<file path="src/rtl/seq_decoder_if.sv">
// Handshake bundle for seq_decoder: select/enable/mode beats in, one-hot beats out.
// slave is the decoder side, master is the select source plus one-hot consumer.
interface seq_decoder_if #(
    parameter int OUTS = 4
);
    localparam int SW = $clog2(OUTS);

    logic            e;
    logic            mode;
    logic [SW-1:0]   s;
    logic            in_valid;
    logic            in_ready;
    logic [OUTS-1:0] y;
    logic            out_valid;
    logic            out_ready;
    logic            err;

    modport slave (
        input  e, mode, s, in_valid, out_ready,
        output in_ready, y, out_valid, err
    );

    modport master (
        output e, mode, s, in_valid, out_ready,
        input  in_ready, y, out_valid, err
    );
endinterface

</file>
<file path="src/rtl/seq_decoder.sv">
// Registered binary-to-one-hot decoder with valid/ready on both sides and an autonomous scan walk.
// Define SEQ_DECODER_RANGE_CHK_EN to flag direct selects >= OUTS on err.
module seq_decoder #(
    parameter int OUTS = 4
) (
    input  logic         clk,
    input  logic         rst,
    seq_decoder_if.slave bus
);
    localparam int SW = $clog2(OUTS);
    localparam logic [OUTS-1:0] ONE      = OUTS'(1);
    localparam logic [SW-1:0]   IDX_LAST = SW'(OUTS - 1);

    typedef enum logic {
        ST_DIRECT,
        ST_SCAN
    } state_e;

    state_e          state_q, state_d;
    logic [SW-1:0]   idx_q, idx_d;
    logic [OUTS-1:0] y_q, y_d;
    logic            out_valid_q, out_valid_d;
    logic            reg_free;

`ifdef SEQ_DECODER_RANGE_CHK_EN
    localparam logic [SW:0] OUTS_W = (SW + 1)'(OUTS);
    logic err_q, err_d;
`endif

    // The output register can take a new beat when empty or being drained this cycle.
    assign reg_free     = !out_valid_q || bus.out_ready;
    assign bus.in_ready = (state_q == ST_DIRECT) && reg_free;

    always_comb begin
        // NOTE: every _d gets a hold default first so no path leaves it unassigned (no latch).
        state_d     = state_q;
        idx_d       = idx_q;
        y_d         = y_q;
        out_valid_d = out_valid_q;
`ifdef SEQ_DECODER_RANGE_CHK_EN
        err_d       = err_q;
`endif

        if (state_q == ST_SCAN) begin
            if (bus.e && reg_free) begin
                y_d         = ONE << idx_q;
                out_valid_d = 1'b1;
                idx_d       = (idx_q == IDX_LAST) ? '0 : idx_q + SW'(1);
`ifdef SEQ_DECODER_RANGE_CHK_EN
                err_d       = 1'b0;
`endif
            end else if (reg_free) begin
                out_valid_d = 1'b0;
            end
        end else begin
            if (bus.in_valid && reg_free) begin
                // Selects past OUTS shift the single bit out of range, leaving y all-zero.
                y_d         = bus.e ? (ONE << bus.s) : '0;
                out_valid_d = 1'b1;
`ifdef SEQ_DECODER_RANGE_CHK_EN
                err_d       = ({1'b0, bus.s} >= OUTS_W);
`endif
            end else if (reg_free) begin
                out_valid_d = 1'b0;
            end
        end

        // A held beat pins the mode so it can never be re-interpreted mid-stall.
        if (reg_free) begin
            state_d = bus.mode ? ST_SCAN : ST_DIRECT;
        end
    end

    // NOTE: sequential state uses non-blocking assignments so all flops update together.
    always_ff @(posedge clk or posedge rst) begin
        if (rst) begin
            state_q     <= ST_DIRECT;
            idx_q       <= '0;
            y_q         <= '0;
            out_valid_q <= 1'b0;
`ifdef SEQ_DECODER_RANGE_CHK_EN
            err_q       <= 1'b0;
`endif
        end else begin
            state_q     <= state_d;
            idx_q       <= idx_d;
            y_q         <= y_d;
            out_valid_q <= out_valid_d;
`ifdef SEQ_DECODER_RANGE_CHK_EN
            err_q       <= err_d;
`endif
        end
    end

    assign bus.y         = y_q;
    assign bus.out_valid = out_valid_q;
`ifdef SEQ_DECODER_RANGE_CHK_EN
    assign bus.err       = err_q;
`else
    assign bus.err       = 1'b0;
`endif
endmodule

</file>
<file path="src/flat_wrapper.sv">
// flat-port wrapper written by rule: the top's interface ports become plain ports
module seq_decoder_flat 
#(
    parameter int OUTS = 4
)
  (clk, rst, bus_e, bus_mode, bus_s, bus_in_valid, bus_out_ready, bus_in_ready, bus_y, bus_out_valid, bus_err);
  seq_decoder_if #(.OUTS(OUTS)) bus_i ();
  input  logic clk;
  input  logic rst;
  input wire logic [$bits(bus_i.e)-1:0] bus_e;
  input wire logic [$bits(bus_i.mode)-1:0] bus_mode;
  input wire logic [$bits(bus_i.s)-1:0] bus_s;
  input wire logic [$bits(bus_i.in_valid)-1:0] bus_in_valid;
  input wire logic [$bits(bus_i.out_ready)-1:0] bus_out_ready;
  output wire logic [$bits(bus_i.in_ready)-1:0] bus_in_ready;
  output wire logic [$bits(bus_i.y)-1:0] bus_y;
  output wire logic [$bits(bus_i.out_valid)-1:0] bus_out_valid;
  output wire logic [$bits(bus_i.err)-1:0] bus_err;
  assign bus_i.e = bus_e;
  assign bus_i.mode = bus_mode;
  assign bus_i.s = bus_s;
  assign bus_i.in_valid = bus_in_valid;
  assign bus_i.out_ready = bus_out_ready;
  assign bus_in_ready = bus_i.in_ready;
  assign bus_y = bus_i.y;
  assign bus_out_valid = bus_i.out_valid;
  assign bus_err = bus_i.err;
  seq_decoder #(.OUTS(OUTS)) u_core (.clk(clk), .rst(rst), .bus(bus_i));
endmodule
</file>
<file path="config.mk">
export PLATFORM = sky130hd
export DESIGN_NAME = seq_decoder_flat
export DESIGN_NICKNAME = d
export VERILOG_FILES = /design/src/rtl/seq_decoder_if.sv /design/src/rtl/seq_decoder.sv /design/src/flat_wrapper.sv
export SDC_FILE = /design/constraint.sdc
export NUM_CORES = 1
export LEC_CHECK = 0
export ABC_CLOCK_PERIOD_IN_PS = 1400
export CAP_MARGIN = 15
export CORE_AREA = 4 4 41 43
export DETAILED_ROUTE_END_ITERATION = 10
export DIE_AREA = 0 0 45 47
export HOLD_SLACK_MARGIN = 0.15
export PLACE_DENSITY = 0.65
export SYNTH_ARGS = -nofsm -noshare
export SYNTH_HDL_FRONTEND = slang
export SYNTH_SLANG_ARGS = --single-unit
</file>
<file path="constraint.sdc">
create_clock -name clk -period 1.4 [get_ports clk]
set_input_delay 0.42 -clock clk [delete_from_list [all_inputs] [get_ports clk]]
set_output_delay 0.42 -clock clk [all_outputs]
set_load 0.02 [all_outputs]
</file>
==> results of run 1 <==
routing by layer:
metal / global-route usage [%] / up-vias / part of all wire (%)
met3: 4.21 / 4 / 10
met5: 0 / - / 0
met1: 13.9 / 152 / 46
met2: 13.3 / 13 / 41
li1: - / 168 / -
met4: 8.77 / 0 / 3.0
worst max-delay path: stages:
cell and delay (ns):
dlygate4sd2_1 0.25, nor2b_4 0.12, nor2_2 0.04, buf_4 0.15
Yosys cell counts:
cell type / number / share of area, %
nand2_2: 1 / 1.3
mux2_2: 6 / 14
nor2b_2: 1 / 1.8
conb_1: 1 / 0.77
or2_2: 1 / 1.3
inv_1: 5 / 3.9
buf_4: 1 / 1.6
dfrtp_1: 8 / 41
nor2b_4: 1 / 2.8
nand2b_4: 1 / 2.8
a21oi_4: 1 / 3.4
nor2_1: 2 / 1.6
buf_6: 1 / 2.3
ha_1: 4 / 10
a32o_1: 4 / 8.3
or4_1: 1 / 1.6
o21ai_0: 1 / 1.0
sequential cells by signal, indices dropped and copies added (netlist names):
register / count
u_core.bus.y: 4
u_core.state_q: 1
u_core.bus.out_valid: 1
u_core.idx_q: 2
layout make-up:
class | count | area share (%)
multi-input cells | 25 | 39.5
clock buffers | 3 | 3.45
repair buffers | 15 | 20.7
well taps | 15 | 2.87
flip-flops and latches | 8 | 30.7
inverters | 5 | 2.87
power by group:
part           internal (mW)  switching (mW)  leakage, nW  total [mW]
Sequential             0.320          0.0591        0.100       0.379
Combinational          0.235           0.227        0.212       0.462
Clock                 0.0979          0.0761       0.0138       0.174
Total                  0.653           0.362        0.326        1.02
repair_timing:
| action | CTS | global route |
|---|---|---|
| resized for setup | 15 | 3 |
| setup endpoints to repair | 12 | 6 |
| pin swaps | 1 | 0 |
| hold buffers | 0 | 0 |
| setup buffers | 0 | 0 |
worst max-delay path by stage:
stage,endpoint,startpoint,slack [ns],cells past startpoint
after floorplan,bus_in_ready,u_core.bus.out_valid,0.09,2
after global placement,bus_in_ready,bus_out_ready,-0.67,4
after detailed placement,bus_in_ready,bus_out_ready,-0.68,4
after CTS,bus_in_ready,u_core.bus.out_valid,-0.01,3
after global routing,bus_in_ready,u_core.bus.out_valid,-0.05,3
final,bus_in_ready,bus_out_ready,0.005,4
cells by family after synthesis:
kind of cell | Yosys count | share of synthesized area [%]
DFF | 8 | 41.3
and+or+nand+nor | 8 | 13.2
other | 1 | 0.774
adders and majority gates | 4 | 10.3
AOI/OAI and AO/OA | 6 | 12.7
buffers and inverters | 7 | 7.75
muxes | 6 | 14.0
metrics by stage:
step           std cells  util, %  setup slack (ns)
5_1_grt               71     50.2           -0.0463
6_report              71     50.2           0.00480
2_1_floorplan         40        -            0.0866
3_3_place_gp          68     48.4            -0.668
3_5_place_dp          68     48.4            -0.679
4_1_cts               71     49.8           -0.0147
==> impl_metrics.py, run 1 <==
metrics = {
    "status": {
        "outcome": "finished, final reports clean",
    },
    "drt": {
        "wl_per_cell_um": 12.3,
        "drc": 0,
        "drt-total-wl_um": 871,
        "vias": 337,
        "ant_nets": 0,
        "drtPass1Iterations": 2,
        "first_iter_violations": 4,
        "routed_via_density": 4.75,
    },
    "job": {
        "cap_viol_max_count": 0,
    },
    "cts": {
        "cts-root-buf": "clkbuf_4",
        "clock_path_buffers": 2,
        "numCtsBuffers": 3,
        "h-tree-depth": 1,
        "clock-sinks": 8,
        "path_clk_slew_ns": 0.05,
        "clock_latency_ns": 0.25,
        "cts_tree": "built",
    },
    "finish": {
        "nFillCells": 128,
        "antenna_cells": 0,
        "final_common_cell": "dfrtp_1",
        "ff_latch_area_sq_um": 200,
        "multi_input_area_sq_um": 258,
        "stdcell_area_sq_um": 653,
        "final_cell_mix": "dfrtp_1, dlygate4sd2_1, inv_1, mux2_2",
        "syn_to_final_growth_pct": 34.9,
        "drive_above_1_share_pct": 33.9,
        "layout.nets": 70,
    },
    "synthesis": {
        "ys_warn_count": 0,
        "synth_nets": 52,
        "ys_seq_area_share_pct": 41.3,
        "avgSynthCellArea_sq_um": 12.1,
        "syn_area_sq_um": 484,
        "synthCells": 40,
        "ys_seq_elements": 8,
        "synth.distinct_cells": 17,
    },
    "worst_setup_path": {
        "rr_startpoint": "u_core.state_q",
        "end_kind": "output pin",
        "regToRegSetupSlack_ns": 0.02,
        "critPathMaxFanout": 2,
        "required_ns": 0.98,
        "worstSetupPathType": "in -> out",
        "crit_arrival_ns": 0.98,
        "r2r-end": "u_core.bus.y[2]",
        "startpoint_type": "primary input",
        "reg2reg_depth": 4,
    },
    "global_routing": {
        "grt_pass1_vias": 334,
        "overflow": 0,
        "antenna_found_initial": 0,
        "grt_usage_pct": 10.6,
        "grt_pass1_wl_mm": 1.50,
        "grt_max_degree": 9,
    },
    "worst_hold_path": {
        "hp-class": "in -> async",
    },
    "die": {
        "die-area_sq_um": 2120,
        "start_util_pct": 37.2,
        "rows": 13,
        "dieHeight_um": 47,
        "core_sq_um": 1300,
        "fp.dieW_um": 45,
        "io-pin-count": 15,
    },
    "timing": {
        "rsz0062_at_grt": "yes",
        "setup-tns-final_ns": 0,
        "fin_crit_ns": 1.40,
        "finalCritPeriodShare_pct": 99.7,
        "finClkSkew_ns": 0.000296,
        "fmax_mhz": 717,
        "hold_viol_final": 0,
        "slew_viol_final": 0,
        "setup_viol": 0,
        "hold_slack_ns": 0.421,
    },
    "power": {
        "fin_total_pwr_mw": 1.02,
        "leakage_nw": 0.326,
        "powerDensity_nw_per_um2": 1550,
        "vdd_ir_drop_max_uv": 843,
    },
    "place": {
        "io_buffers": 13,
        "hpwl_um": 680,
        "place_congestion": 0.747,
        "placedInstanceArea_sq_um": 629,
    },
}
No activity file was read; power rests on OpenSTA's default activity.
==> run 2, diff against run 1 <==
==> constraint.sdc (replaced) <==
create_clock -name clk -period 1.4 [get_ports clk]
set_input_delay 0.21 -clock clk [delete_from_list [all_inputs] [get_ports clk]]
set_output_delay 0.21 -clock clk [all_outputs]
set_load 0.02 [all_outputs]
==> impl_metrics.py, run 2 (same netlist as run 1, synthesis figures left out) <==
metrics = {
    "cts": {
        "cts_hold_repair.buffers": 0,
        "clock_latency_ns": 0.24,
        "clock_path_buffers": 2,
        "clock-sinks": 8,
        "cts_tree": "built",
        "h-tree-depth": 1,
        "numCtsBuffers": 3,
        "cts_setup_buffers": 0,
        "cts-root-buf": "clkbuf_4",
        "path_clk_slew_ns": 0.05,
    },
    "die": {
        "io-pin-count": 15,
        "die-area_sq_um": 2120,
        "fp.dieW_um": 45,
        "dieHeight_um": 47,
        "rows": 13,
        "core_sq_um": 1300,
        "start_util_pct": 37.2,
    },
    "timing": {
        "rsz0062_at_grt": "no",
        "hold_viol_final": 0,
        "setup-tns-final_ns": 0,
        "slew_viol_final": 0,
        "fmax_mhz": 751,
        "finClkSkew_ns": 0.000367,
        "finalCritPeriodShare_pct": 95.0,
        "setup_viol": 0,
        "fin_crit_ns": 1.33,
    },
    "worst_setup_path": {
        "rr_startpoint": "u_core.bus.out_valid",
        "slowest_delay_ns": 0.50,
        "startpoint_type": "primary input",
        "worstSetupPathType": "in -> reg",
        "end_kind": "flop",
        "crit_chain": "clkdlybuf4s50_1 > nor2b_4 > buf_4 > a21oi_4 > mux2_2",
        "reg2reg_depth": 4,
        "crit_arrival_ns": 1.46,
        "r2r-end": "u_core.bus.y[2]",
        "crit_slowest_cell": "clkdlybuf4s50_1",
        "critPathMaxFanout": 5,
        "required_ns": 1.53,
        "regToRegSetupSlack_ns": 0.09,
    },
    "global_routing": {
        "grt_max_degree": 9,
        "grt_pass1_wl_mm": 1.46,
        "overflow": 0,
        "antenna_found_initial": 0,
        "grt_usage_pct": 9.98,
        "grt_pass1_vias": 349,
    },
    "finish": {
        "final_cell_mix": "dfrtp_1, clkdlybuf4s50_1, mux2_2",
        "finalNonFillerCells": 71,
        "antenna_cells": 0,
        "final_common_cell": "dfrtp_1",
        "largest_reg_flops": 4,
        "layout.nets": 70,
        "drive_above_1_share_pct": 32.1,
        "syn_to_final_growth_pct": 32.3,
        "fin_util_pct": 49.2,
    },
    "job": {
        "cap_viol_max_count": 0,
    },
    "drt": {
        "ant_nets": 0,
        "wl_per_cell_um": 12.1,
        "drtPass1Iterations": 2,
        "first_iter_violations": 5,
        "routed_via_density": 4.68,
        "drt-total-wl_um": 859,
        "drc": 0,
        "vias": 332,
    },
    "power": {
        "vdd_ir_drop_max_uv": 1050,
        "powerDensity_nw_per_um2": 1560,
        "leakage_nw": 0.320,
    },
    "place": {
        "hpwl_um": 718,
        "dp.cells": 68,
        "place_congestion": 0.752,
        "io_buffers": 13,
    },
    "worst_hold_path": {
        "hp-class": "in -> async",
    },
    "status": {
        "outcome": "finished, final reports clean",
    },
}
[run 2: stage by stage]
step	power, mW	area, sq um	worst slack, ns	hold WS [ns]
after global routing	1.08	641	0.0178	0.227
after floorplan	0.682	484	0.137	0.0257
after detailed placement	0.888	629	-0.253	0.479
final	0.996	641	0.0693	0.205
after CTS	1.02	644	0.0187	0.216
after global placement	0.879	629	-0.249	0.476
[run 2: worst max-delay path: cells and delay by family]
kind | cells | cell delay [ns]
AND/OR/NAND/NOR | 1 | 0.05
buffers and inverters | 2 | 0.65
AO/OA/AOI/OAI | 1 | 0.18
multiplexers | 1 | 0.36
[run 2: cell type report]
cell class	count	area [sq um]
fill	121	661
timing repair buffer	15	134
inverter	5	18.8
sequential	8	200
clock buffer	3	22.5
multi-input combinational	25	246
tap	15	18.8
[run 2: timing repair]
item                       in CTS  in global routing
pin swaps                       0                  0
cloned                          0                  0
gates resized for setup         6                  2
setup endpoints to repair       6                  1
[run 2: power breakdown]
group          total (mW)  switching [mW]  leakage, nW  internal [mW]
clock               0.166          0.0685       0.0138         0.0974
combinational       0.456           0.230        0.206          0.226
sequential          0.375          0.0547        0.100          0.320
total               0.996           0.353        0.320          0.643
[run 2: metal layers]
metal,track usage (%),share of wire (%)
met5,0,0
met4,1.75,0
met3,6.51,8.1
met2,16.1,44
met1,11.2,48
[run 2: worst max-delay path by stage]
| stage | startpoint | endpoint | cells past startpoint |
|---|---|---|---|
| 6_report | bus_out_ready | u_core.bus.y[2] | 5 |
| 5_1_grt | u_core.state_q | u_core.bus.y[0] | 4 |
| 2_1_floorplan | u_core.state_q | u_core.bus.y[0] | 4 |
| 3_3_place_gp | bus_out_ready | bus_in_ready | 4 |
| 3_5_place_dp | bus_out_ready | bus_in_ready | 4 |
| 4_1_cts | bus_out_ready | bus_in_ready | 4 |
==> run 3, diff against run 2 <==
--- a/config.mk
+++ b/config.mk
@@ -10,7 +10,7 @@
 export CORE_AREA = 4 4 41 43
 export DETAILED_ROUTE_END_ITERATION = 10
 export DIE_AREA = 0 0 45 47
-export HOLD_SLACK_MARGIN = 0.15
+export HOLD_SLACK_MARGIN = 0.02
 export PLACE_DENSITY = 0.65
 export SYNTH_ARGS = -nofsm -noshare
 export SYNTH_HDL_FRONTEND = slang
==> results of run 3 <==
Same layout as run 2: the final DEF is identical, and so are final timing and power.
